$ cat config.mk
export PLATFORM = sky130hd
export DESIGN_NAME = fmap_reader
export DESIGN_NICKNAME = d
export VERILOG_FILES = /design/src/rtl/fmap_reader_pkg.sv /design/src/rtl/fmap_word_fifo.sv /design/src/rtl/fmap_reader.sv
export SDC_FILE = /design/constraint.sdc
export NUM_CORES = 1
export LEC_CHECK = 0
export CORE_MARGIN = 5
export CORE_UTILIZATION = 45
export CTS_CLUSTER_DIAMETER = 40
export CTS_CLUSTER_SIZE = 24
export DETAILED_ROUTE_END_ITERATION = 12
export PLACE_DENSITY = 0.67
export SYNTH_ARGS = -nofsm -noshare
export SYNTH_HDL_FRONTEND = slang
export SYNTH_HIERARCHICAL = 1
export SYNTH_SLANG_ARGS = --single-unit
$ cat constraint.sdc
create_clock -name clk -period 5.9 [get_ports clk]
set_input_delay 0.59 -clock clk [delete_from_list [all_inputs] [get_ports clk]]
set_output_delay 0.59 -clock clk [all_outputs]
set_load 0.03 [all_outputs]
$ cat src/rtl/fmap_reader_pkg.sv
// Shared types and lane helpers for the feature-map read engine.
// Lane numbering matches writeback packing so unpacking cannot diverge from it.
package fmap_reader_pkg;

  localparam logic [2:0] BYTE_EIG = 3'd7;

  localparam logic [1:0] ST_IDLE  = 2'd0;
  localparam logic [1:0] ST_RUN   = 2'd1;
  localparam logic [1:0] ST_DRAIN = 2'd2;

  typedef struct packed {
    logic [63:0] data_1;
    logic [63:0] data_2;
    logic        row_end;
    logic        frame_end;
  } fmap_entry_t;

  // idx 0 selects ByteEig (bits 63:56), idx 7 selects ByteOne (bits 7:0).
  function automatic logic [7:0] lane_byte(input logic [63:0] word, input logic [2:0] idx);
    logic [2:0] lane;
    lane = BYTE_EIG - idx;
    return word[{lane, 3'b000} +: 8];
  endfunction

endpackage

$ cat src/rtl/fmap_word_fifo.sv
// Two-entry shift-style word buffer; the head always sits in a fixed register.
module fmap_word_fifo
  import fmap_reader_pkg::*;
(
  input  logic        clk,
  input  logic        rst,
  input  logic        push,
  input  fmap_entry_t push_data,
  input  logic        pop,
  output fmap_entry_t head,
  output logic [1:0]  count
);

  fmap_entry_t slot_1;

  always_ff @(posedge clk or negedge rst) begin
    if (!rst) begin
      head   <= '0;
      slot_1 <= '0;
      count  <= 2'd0;
    end else begin
      case ({push, pop})
        2'b10: begin
          if (count == 2'd0) head <= push_data;
          else slot_1 <= push_data;
          count <= count + 2'd1;
        end
        2'b01: begin
          head  <= slot_1;
          count <= count - 2'd1;
        end
        // Simultaneous capture and pop keeps occupancy unchanged.
        2'b11: begin
          if (count == 2'd2) begin
            head   <= slot_1;
            slot_1 <= push_data;
          end else begin
            head <= push_data;
          end
        end
        default: ;
      endcase
    end
  end

endmodule

$ cat src/rtl/fmap_reader.sv
// Feature-map read engine: walks one band over both BRAM32k ports and
// unpacks each 64-bit word into a byte-serial signed pixel stream.
module fmap_reader
  import fmap_reader_pkg::*;
#(
  parameter int ADDR_W        = 12,
  parameter int ROW_STRIDE    = 128,
  parameter int WORDS_PER_ROW = 4,
  parameter int RD_LAT        = 1
) (
  input  logic              clk,
  input  logic              rst,
  input  logic              start,
  input  logic [ADDR_W-1:0] base_addr_1,
  input  logic [ADDR_W-1:0] base_addr_2,
  input  logic [5:0]        num_rows,
  output logic              rd_en_BRAM32k,
  output logic [ADDR_W-1:0] addr_BRAM32k_1,
  output logic [ADDR_W-1:0] addr_BRAM32k_2,
  input  logic [63:0]       dout_BRAM32k_1,
  input  logic [63:0]       dout_BRAM32k_2,
  output logic [7:0]        pix_a,
  output logic [7:0]        pix_b,
  output logic              pix_valid,
  input  logic              pix_ready,
  output logic              row_last,
  output logic              frame_last,
  output logic              busy,
  output logic              done
);

  localparam int WORD_W = (WORDS_PER_ROW > 1) ? $clog2(WORDS_PER_ROW) : 1;
  localparam logic [WORD_W-1:0] WORD_MAX = WORD_W'(WORDS_PER_ROW - 1);
  localparam logic ONE_WORD = (WORDS_PER_ROW == 1);

  logic [1:0]        state;
  logic [ADDR_W-1:0] base_1, base_2;
  logic [5:0]        rows, row, next_row;
  logic [WORD_W-1:0] word, next_word;
  logic [1:0]        rd_tag;
  logic [RD_LAT:1]   lat_valid;
  logic [1:0]        lat_tag [1:RD_LAT];
  logic [2:0]        idx;
  logic [2:0]        in_flight;
  logic              handshake, pop, push, can_issue, next_last;
  fmap_entry_t       head, push_data;
  logic [1:0]        count;

  function automatic logic [ADDR_W-1:0] addr_calc(input logic [ADDR_W-1:0] base,
                                                  input logic [5:0] r,
                                                  input logic [WORD_W-1:0] w);
    return base + ADDR_W'(r) * ADDR_W'(ROW_STRIDE) + ADDR_W'(w);
  endfunction

  always_comb begin
    in_flight = {2'b00, rd_en_BRAM32k};
    for (int i = 1; i <= RD_LAT; i++) in_flight = in_flight + {2'b00, lat_valid[i]};
    // Credits cover both buffered words and reads still in the BRAM pipeline.
    can_issue = (state == ST_RUN) && (({1'b0, count} + in_flight) < 3'd2);
    if (word == WORD_MAX) begin
      next_word = '0;
      next_row  = row + 6'd1;
    end else begin
      next_word = word + WORD_W'(1);
      next_row  = row;
    end
    next_last = (next_row == rows - 6'd1) && (next_word == WORD_MAX);
  end

  assign pix_valid  = (count != 2'd0);
  assign pix_a      = lane_byte(head.data_1, idx);
  assign pix_b      = lane_byte(head.data_2, idx);
  assign row_last   = pix_valid && (idx == 3'd7) && head.row_end;
  assign frame_last = row_last && head.frame_end;

  assign handshake = pix_valid && pix_ready;
  assign pop       = handshake && (idx == 3'd7);
  assign push      = lat_valid[RD_LAT];
  assign push_data = '{data_1: dout_BRAM32k_1, data_2: dout_BRAM32k_2,
                       row_end: lat_tag[RD_LAT][1], frame_end: lat_tag[RD_LAT][0]};

  always_ff @(posedge clk or negedge rst) begin
    if (!rst) begin
      state          <= ST_IDLE;
      base_1         <= '0;
      base_2         <= '0;
      rows           <= '0;
      row            <= '0;
      word           <= '0;
      rd_en_BRAM32k  <= 1'b0;
      addr_BRAM32k_1 <= '0;
      addr_BRAM32k_2 <= '0;
      rd_tag         <= '0;
      busy           <= 1'b0;
      done           <= 1'b0;
      idx            <= 3'd0;
    end else begin
      rd_en_BRAM32k <= 1'b0;
      done          <= 1'b0;
      if (handshake) idx <= idx + 3'd1;
      case (state)
        ST_IDLE: begin
          if (start) begin
            if (num_rows == 6'd0) begin
              done <= 1'b1;
            end else begin
              base_1         <= base_addr_1;
              base_2         <= base_addr_2;
              rows           <= num_rows;
              row            <= '0;
              word           <= '0;
              rd_en_BRAM32k  <= 1'b1;
              addr_BRAM32k_1 <= base_addr_1;
              addr_BRAM32k_2 <= base_addr_2;
              rd_tag         <= {ONE_WORD, ONE_WORD && (num_rows == 6'd1)};
              busy           <= 1'b1;
              state          <= (ONE_WORD && (num_rows == 6'd1)) ? ST_DRAIN : ST_RUN;
            end
          end
        end
        ST_RUN: begin
          if (can_issue) begin
            rd_en_BRAM32k  <= 1'b1;
            row            <= next_row;
            word           <= next_word;
            addr_BRAM32k_1 <= addr_calc(base_1, next_row, next_word);
            addr_BRAM32k_2 <= addr_calc(base_2, next_row, next_word);
            rd_tag         <= {next_word == WORD_MAX, next_last};
            if (next_last) state <= ST_DRAIN;
          end
        end
        ST_DRAIN: begin
          if (handshake && frame_last) begin
            state <= ST_IDLE;
            busy  <= 1'b0;
            done  <= 1'b1;
          end
        end
        default: state <= ST_IDLE;
      endcase
    end
  end

  // Row/frame tags ride alongside each read so they reach the buffer with its data.
  always_ff @(posedge clk or negedge rst) begin
    if (!rst) begin
      lat_valid <= '0;
      for (int i = 1; i <= RD_LAT; i++) lat_tag[i] <= '0;
    end else begin
      lat_valid[1] <= rd_en_BRAM32k;
      lat_tag[1]   <= rd_tag;
      for (int i = 2; i <= RD_LAT; i++) begin
        lat_valid[i] <= lat_valid[i-1];
        lat_tag[i]   <= lat_tag[i-1];
      end
    end
  end

  fmap_word_fifo u_fifo (
    .clk       (clk),
    .rst       (rst),
    .push      (push),
    .push_data (push_data),
    .pop       (pop),
    .head      (head),
    .count     (count)
  );

endmodule

# Word-level counts from Yosys, hierarchy flattened
# Index checks and enable logic that the tools add are counted.
# classes
add_sub_neg	13
order_cmp	1
n_eq_ne	18
shifts	2
muxes	45
bitwise_logic	1
n_reduce_logical	23
# ops
op	count
2-to-1 mux 130 bit	4
one-hot mux 130 bit (3 select lines)	1
one-hot mux 130 bit (2 select lines)	1
indexed part select 64 x 7 -> 8 bit	2
2-to-1 mux 12 bit	6
one-hot mux 12 bit (2 select lines)	2
adder 12 bit	2
adder 12 x 2 -> 12 bit	2
2-to-1 mux 6 bit	4
2-to-1 mux 2 bit	10
equality test 2 bit (second input constant)	6
inequality test 2 bit (second input constant)	6
one-hot mux 2 bit (2 select lines)	3
one-hot mux 6 bit (2 select lines)	1
nonzero test 2 bit	5
2-to-1 mux 1 bit	9
logical AND 1 bit	8
AND reduction 4 bit	2
adder 6 x 1 -> 6 bit (second input constant)	1
equality test 6 bit	1
logical NOT 6 bit	1
one-hot mux 1 bit (2 select lines)	3
one-hot mux 2 bit (3 select lines)	1
AND reduction 3 bit	2
other kinds (16)	20
# totals
register_bits	337
inputBits	162
out_inout_bits	46
word_cells	127

# Depth between registers and ports, before layout
# Gate-level depths: netlist of run 1.
# depth
ltp_word	7
depth_mapped	12
depth_no_buf	9

# Modules after synthesis
# The synthesis of run 1 kept the hierarchy.
# modules_own_cells
mod	instances	cells_each	area_per_inst_um2	seq_area_each_um2
fmap_word_fifo	1	1045	11476.0	6556.3
fmap_reader	1	442	5053.6	1876.8

# Worst setup path after synthesis of run 1
# Ideal clock, no wire load.
# synth_path
path_type	register to register
startpoint	register u_fifo.count[1]
endpoint	register u_fifo/head[10] (netlist name)
setup_ns	0.082
arrival_ns	2.501
t_required_ns	5.818
path_slack_ns	3.317
stages_incl_launch_ff	12
path_buffers	4
synth_period_minus_slack_ns	2.583
path_cell_list	dfrtp_1 -> o21ai_0 -> inv_1 -> and2_1 -> ha_1 -> or3_1 -> clkbuf_1 -> and2_1 -> clkbuf_1 -> buf_6 -> buf_6 -> a31oi_1
# synth_via
elab_chain_len	6
elab_cells_between_ends	13
cone_classes	5 x eq/ne; 2 x mux; 6 x reduce/logical
# synth_rtl
element	line	rtl
from (decl)	fmap_word_fifo.sv:11	output logic [1:0] count
from (signal assigned)	fmap_word_fifo.sv:26	count <= count + 2'd1;
from (signal assigned)	fmap_word_fifo.sv:30	count <= count - 2'd1;
nonzero test 2 bit *	fmap_reader.sv:70	assign pix_valid = (count != 2'd0);
logical AND 1 bit *	fmap_reader.sv:76	assign handshake = pix_valid && pix_ready;
logical AND 1 bit *	fmap_reader.sv:77	assign pop = handshake && (idx == 3'd7);
net pop	fmap_reader.sv:45	logic handshake, pop, push, can_issue, next_last;
equality test 2 bit or equality test 2 x 1 -> 1 bit (tied branches)	fmap_word_fifo.sv:22	case ({push, pop})
inequality test 2 x 1 -> 1 bit (no line) or nonzero test 3 bit (tied branches)	-	
AND reduction 2 bit (no line)	-	
# Mark *: on every way through the listed nets, which the timed path passes. The rest lies on a longest branch.
# A chain may end at the register's enable or synchronous reset.

# Worst setup path after layout of run 1
# layout_path
startpoint	register u_fifo.count[0]
endpoint	register u_fifo/head[129] (netlist name)
# layout_via
elab_chain_len	6
elab_cells_between_ends	13
cone_classes	5 x eq/ne; 2 x mux; 6 x reduce/logical
# layout_rtl
element	line
nonzero test 2 bit *	fmap_reader.sv:70
logical AND 1 bit *	fmap_reader.sv:76
logical AND 1 bit *	fmap_reader.sv:77
net pop	fmap_reader.sv:45
equality test 2 bit or equality test 2 x 1 -> 1 bit (tied branches)	fmap_word_fifo.sv:22
inequality test 2 x 1 -> 1 bit (no line) or nonzero test 3 bit (tied branches)	-
AND reduction 2 bit (no line)	-
# Marked as above.

==> key figures, run 1 <==
Outcome
  – Status: complete, but fails checks
  – Violated checks: hold timing

Die
  – Chip height: 202 µm
  – Die ar.: 40700 µm²
  – Std cell rows: 70
  – Width of the die: 202 µm
  – Core area: 36400 µm²
  – I/O pin count: 208
  – Initial Utilization: 0.454

Setup path
  – Max FO, Critical Path: 69
  – Critical Path Sink Type: flop
  – Crit path from: u_fifo/count[0]
  – Crit path required time: 6.33 ns
  – Reg2Reg Depth: 8
  – Reg-to-reg setup timing slack: 1.65 ns
  – FF-to-FF End: u_fifo/head[129]
  – Setup CP Type: reg -> reg
  – Worst r2r src: u_fifo/count[0]
  – Worst setup SP type: flop
  – Critical Path End: u_fifo/head[129]
  – WP data arrival: 4.68 ns

Synth
  – Yosys warning count: 6
  – Ranking of synthesized cells by area: dfrtp_1, mux2_1, mux2_2
  – Syn Inst Count: 1487
  – Ys async rst share: 1.00
  – Synthesized area: 16500 µm²
  – Synth top area share: 0.510
  – Count leader, synth: dfrtp_1
  – EDFF count, synth: 0
  – Primary FF master, synth: dfrtp_1
  – Register bit total from synthesis: 337
  – Mapped Nets: 1673
  – Sequential element share of the synthesized area: 0.510
  – Netlist cell types: 61
  – Synth Area per Inst: 11.1 µm²
  – Synth top cells by count: dfrtp_1, o21ai_0, a21oi_1
  – Largest area contributor in the netlist: dfrtp_1

STA
  – Final max-slew violation count: 0
  – Clk_skew: 0.0308 ns
  – Unrepaired setup endpoints after global routing: false
  – Setup_tns: 0 ns
  – Setup Viol. Count Final: 0
  – Endpoints failing hold: 6
  – Final period utilization: 0.721
  – Worst-margin pin slew: 1.07 ns
  – WHS: -0.00840 ns
  – Rel. slew slack: 0.283
  – Final Critical Period: 4.25 ns
  – Peak Freq: 0.235 GHz

Final layout
  – Final core utilization: 0.563
  – Layout cells sized above 1: 0.143
  – NumNets Final: 1813
  – Final Cell Area: 20500 µm²
  – Area Growth Syn to Fin: 24.2%

Place
  – DP Area: 18800 µm²
  – HPWL Detailed: 28600 µm
  – IO buf count: 207
  – RD Place Congestion: 0.817

Global route
  – Vias in the first global route: 13100
  – First-pass GRT wire length: 74700 µm
  – Congestion Overflow GR: 0
  – Initial antenna violation count: 5
  – Global Route Usage Sum: 0.226
  – Pin count of the biggest net entering global routing: 157

Detailed routing
  – Post-route ant nets: 0
  – Final wirelength: 47000 µm
  – DRC: 0
  – Vias: 12900
  – First-pass DRT Iterations: 5
  – DRT iter0 DRCs: 1116
  – Wire length per cell: 22.0 µm
  – Via-per-instance ratio: 6.02

Clocking
  – Post-CTS setup buffers: 0
  – Reg clk slew, reported paths: 0.06 ns
  – CTS buffer count: 51
  – Cts hold-fix bufs: 0
  – Clk root buf: clkbuf_16
  – H-tree lvl count: 2
  – CTS tree: done
  – PostCTS Resize Cnt: 0
  – Clock Path Buffers: 3
  – Clk sink count: 337
  – Worst skew pair latency: 0.60 ns

Power and ir drop
  – P_leak: 8.38 nW
  – Worst VDD drop: 0.000501 V
  – PwrDens: 625 nW/µm²

Hold path
  – Hold Crit Class: in -> async

Flow run
  – Max-cap violations: 0
-- metrics by stage --
step           setup slack [ns]  cells  total power (W)
3_3_place_gp               1.41   2042          0.00956
6_report                   1.65   2138           0.0128
3_5_place_dp               1.35   2042          0.00975
4_1_cts                    1.68   2137           0.0129
5_1_grt                    1.35   2138           0.0136
2_1_floorplan              3.32   1487          0.00810
-- where the power goes --
part           switching [W]  internal, W
Combinational        0.00306      0.00249
Clock                0.00122      0.00188
Sequential          0.000690      0.00349
Total                0.00497      0.00785
-- worst max-delay path, cell delays in order (launching register included) --
cell	delay (ns)
dfrtp_1	0.62
o21ai_0	0.30
inv_1	0.13
and2_1	0.22
ha_4	0.64
or3_4	0.77
and2_4	0.79
buf_12	0.37
a31oi_1	0.14
-- worst min-delay path by stage --
stage | start | endpoint | cells past startpoint
5_1_grt | rst | u_fifo/slot_1[97] | 1
2_1_floorplan | rst | addr_BRAM32k_1[0] | 0
4_1_cts | rst | u_fifo/head[85] | 1
3_5_place_dp | rd_tag[0] | lat_tag[0] | 0
6_report | rst | u_fifo/slot_1[97] | 1
3_3_place_gp | rd_tag[0] | lat_tag[0] | 0
-- cells by family after synthesis --
group                      synth area share
DFF                                   0.510
and+or+nand+nor                      0.0715
buffers and inverters                0.0452
xor gates and xnor gates             0.0234
AOI/OAI and AO/OA                     0.158
muxes                                 0.173
adders and majority gates            0.0191
-- layout make-up --
type | count | area (µm²)
Timing Repair Buffer | 227 | 2280
Sequential cell | 337 | 8430
Clock inverter | 38 | 409
Multi-Input combinational cell | 993 | 7410
Clock buffer | 57 | 1350
Antenna cell | 1 | 2.50
Inverter | 17 | 63.8
Fill cell | 3033 | 15900
Tap cell | 468 | 586
-- flip-flops by register name, indices dropped and copies added, names as in the netlist, 3 cells and up --
name,count
u_fifo/head,130
u_fifo/slot_1,130
addr_BRAM32k_1,12
rows,6
addr_BRAM32k_2,12
row,6
base_1,12
base_2,12
idx,3
-- cells in the final DEF, fill, tap and decap left out, types with 3 or more instances in the layout --
cell type          n
inv_1             17
nand3b_1           4
clkbuf_1           3
clkdlybuf4s50_1  206
a21oi_1          145
a31oi_1          130
mux2_2            77
mux2_1           100
nand3_1          138
clkbuf_16         53
xnor2_1           19
clkinvlp_4         7
clkinv_2           7
xor2_1            15
o21ai_0          167
o21a_1             3
ha_1              21
o21ai_1            4
nor2_1            25
buf_4             16
mux2i_1           14
bufinv_16          4
nor3_1             5
nand2_1           39
buf_12             4
clkinv_4           3
inv_8              6
inv_6             10
mux4_2            32
dfrtp_1          336
nand4_1            3
-- metal layers --
metal | track usage | share of wire | wire length (µm) | up-vias
li1 | - | - | - | 5799
met1 | 0.310 | 0.43 | 20300 | 6557
met2 | 0.354 | 0.48 | 22400 | 429
met3 | 0.0585 | 0.070 | 3310 | 72
met4 | 0.0706 | 0.023 | 1060 | 8
met5 | 0 | 0.00098 | 46 | -
No activity file was read; power rests on OpenSTA's default activity.
==> run 2, diff against run 1 <==
--- a/config.mk
+++ b/config.mk
@@ -10,7 +10,7 @@
 export CTS_CLUSTER_DIAMETER = 40
 export CTS_CLUSTER_SIZE = 24
 export DETAILED_ROUTE_END_ITERATION = 12
-export PLACE_DENSITY = 0.67
+export PLACE_DENSITY = 0.7
 export SYNTH_ARGS = -nofsm -noshare
 export SYNTH_HDL_FRONTEND = slang
 export SYNTH_HIERARCHICAL = 1
==> constraint.sdc (replaced) <==
create_clock -name clk -period 3.9 [get_ports clk]
set_input_delay 0.39 -clock clk [delete_from_list [all_inputs] [get_ports clk]]
set_output_delay 0.39 -clock clk [all_outputs]
set_load 0.03 [all_outputs]
==> run 2 against run 1 <==
  * The flow now finishes without violations
  * Via count increased by 0.49%
  * Non-clock buffer count increased by 6
  * Core utilization decreased by 0.14 points
  * Critical path depth decreased by 4
  * Sequential power increased by 51%
  * Clock skew decreased by 0.015 ns
  * Clock power increased by 37%
  * Combinational power increased by 54%
  * Sequential cell count unchanged
  * Critical endpoint is now pix_a[4]
  * Largest cell class unchanged
  * Largest power group unchanged
  * Highest routed layer unchanged
==> key figures, run 2 (synthesized netlist as in run 1, its figures left out) <==
Final layout
  – Area Growth Syn to Fin: 23.9%
  – Top flop regs: u_fifo/head (130), u_fifo/slot_1 (130)
  – Commonest non-fill, non-tap cell in the layout: dfrtp_1
  – Final core utilization: 0.562
  – Multi-input logic area: 7410 µm²
  – Commonest cells after routing, fill and taps aside: dfrtp_1, clkdlybuf4s50_1, o21ai_0
  – FF/Latch Area: 8430 µm²
  – Filler Cell Count: 3058
  – Post-route insts no fill: 2132
  – NumNets Final: 1813
  – Layout cells sized above 1: 0.139

Detailed routing
  – DRC: 0
  – DRT iter0 DRCs: 1295
  – Vias: 12900
  – First-pass DRT Iterations: 5
  – Post-route ant nets: 0
  – Final wirelength: 47000 µm
  – Via-per-instance ratio: 6.06
  – Wire length per cell: 22.0 µm

STA
  – Final max-slew violation count: 0
  – Worst-margin pin slew: 0.998 ns
  – Final Critical Period: 3.46 ns
  – Endpoints failing hold: 0
  – Peak Freq: 0.289 GHz
  – Final period utilization: 0.887
  – Setup Viol. Count Final: 0
  – Unrepaired setup endpoints after global routing: false
  – Clk_skew: 0.0157 ns
  – Rel. slew slack: 0.333
  – Setup_tns: 0 ns

Hold path
  – Hold Crit Class: reg -> reg
  – Hold Startpoint: rd_tag[1]
  – Hold Path Sink: lat_tag[1]
  – Hold Crit Depth: 0

Place
  – IO buf count: 207
  – Dpl cells: 2047
  – HPWL Detailed: 28500 µm
  – RD Place Congestion: 0.810

Global route
  – Global Route Usage Sum: 0.227
  – Pin count of the biggest net entering global routing: 131
  – Congestion Overflow GR: 0
  – Vias in the first global route: 13300
  – First-pass GRT wire length: 74800 µm
  – Initial antenna violation count: 2

Die
  – Chip height: 202 µm
  – Width of the die: 202 µm
  – Initial Utilization: 0.454
  – Die ar.: 40700 µm²
  – I/O pin count: 208
  – Core area: 36400 µm²
  – Std cell rows: 70

Power and ir drop
  – Worst VDD drop: 0.000724 V
  – PwrDens: 931 nW/µm²
  – Overall Power: 0.0191 W
  – P_leak: 8.35 nW

Setup path
  – Max FO, Critical Path: 33
  – WP data arrival: 3.07 ns
  – FF-to-FF End: u_fifo/head[22]
  – Setup CP Type: reg -> out
  – Reg-to-reg setup timing slack: 0.48 ns
  – Crit path required time: 3.51 ns
  – Worst r2r src: u_fifo/count[1]
  – Worst setup SP type: flop
  – Critical Path Sink Type: output pin
  – Reg2Reg Depth: 10

Clocking
  – Post-CTS setup buffers: 0
  – CTS tree: done
  – H-tree lvl count: 2
  – Reg clk slew, reported paths: 0.05 ns
  – CTS buffer count: 45
  – Clk sink count: 337
  – Worst skew pair latency: 0.58 ns
  – Clk root buf: clkbuf_16
  – Clock Path Buffers: 3

Flow run
  – Max-cap violations: 0

Outcome
  – Status: finished clean
run 2: cell types whose count changed in the layout (fill, tap and decap cells not counted), sizes merged:
cell,change
bufinv,+1
dlygate4sd3,+1
buf,+5
clkbuf,-5
inv,-8
clkinvlp,-2
clkinv,+2
run 2: how the worst max path moves through the flow:
stage / start / to / slack [ns] / cells past startpoint
finish: idx[0] / pix_a[4] / 0.44 / 4
global placement: pix_ready / u_fifo/head[33] / 0.32 / 10
global route: u_fifo/count[1] / u_fifo/head[43] / 0.20 / 10
detailed placement: pix_ready / u_fifo/head[16] / 0.18 / 10
floorplan: u_fifo/count[1] / u_fifo/head[10] / 1.32 / 11
CTS: u_fifo/count[1] / u_fifo/head[22] / 0.32 / 10
run 2: what timing repair did:
item                                   4_1_cts  5_1_grt
endpoints found under the hold margin       94        0
setup endpoints to repair                    0        2
hold buffers                                 1        0
gates resized for setup                      0        1
run 2: per-layer routing:
metal  part of all wire  GRT usage  up-vias
met1               0.42      0.317     6542
li1                   -          -     5800
met2               0.47      0.350      504
met4              0.027     0.0779        2
met5            0.00028          0        -
met3              0.078     0.0545       80
run 2: area by class of cell:
type | count | area share
timing repair buffer | 233 | 0.119
antenna | 1 | 0.000122
sequential | 337 | 0.412
tap | 468 | 0.0286
inverter | 17 | 0.00312
multi-input combinational | 993 | 0.362
clock inverter | 31 | 0.0177
clock buffer | 52 | 0.0577
run 2: report_power, final:
group / internal [W] / total [W] / leakage, nW / switching, W
sequential: 0.00528 / 0.00632 / 3.91 / 0.00104
clock: 0.00255 / 0.00422 / 0.748 / 0.00167
combinational: 0.00384 / 0.00853 / 3.69 / 0.00469
run 2: worst max-delay path: stages (launching register included):
cell and delay (ns):
dfrtp_2 0.35, buf_4 0.58, mux4_2 0.64, mux2_2 0.31, clkdlybuf4s50_1 0.60
run 2: metrics by stage:
stage                     hold slack (ns)  cell area [µm²]  setup WS (ns)
after floorplan                    0.0944            16500           1.32
after global placement              0.364            18900          0.320
after detailed placement            0.372            18900          0.182
after CTS                           0.391            20500          0.318
after global routing                0.401            20500          0.196
final                               0.378            20500          0.440
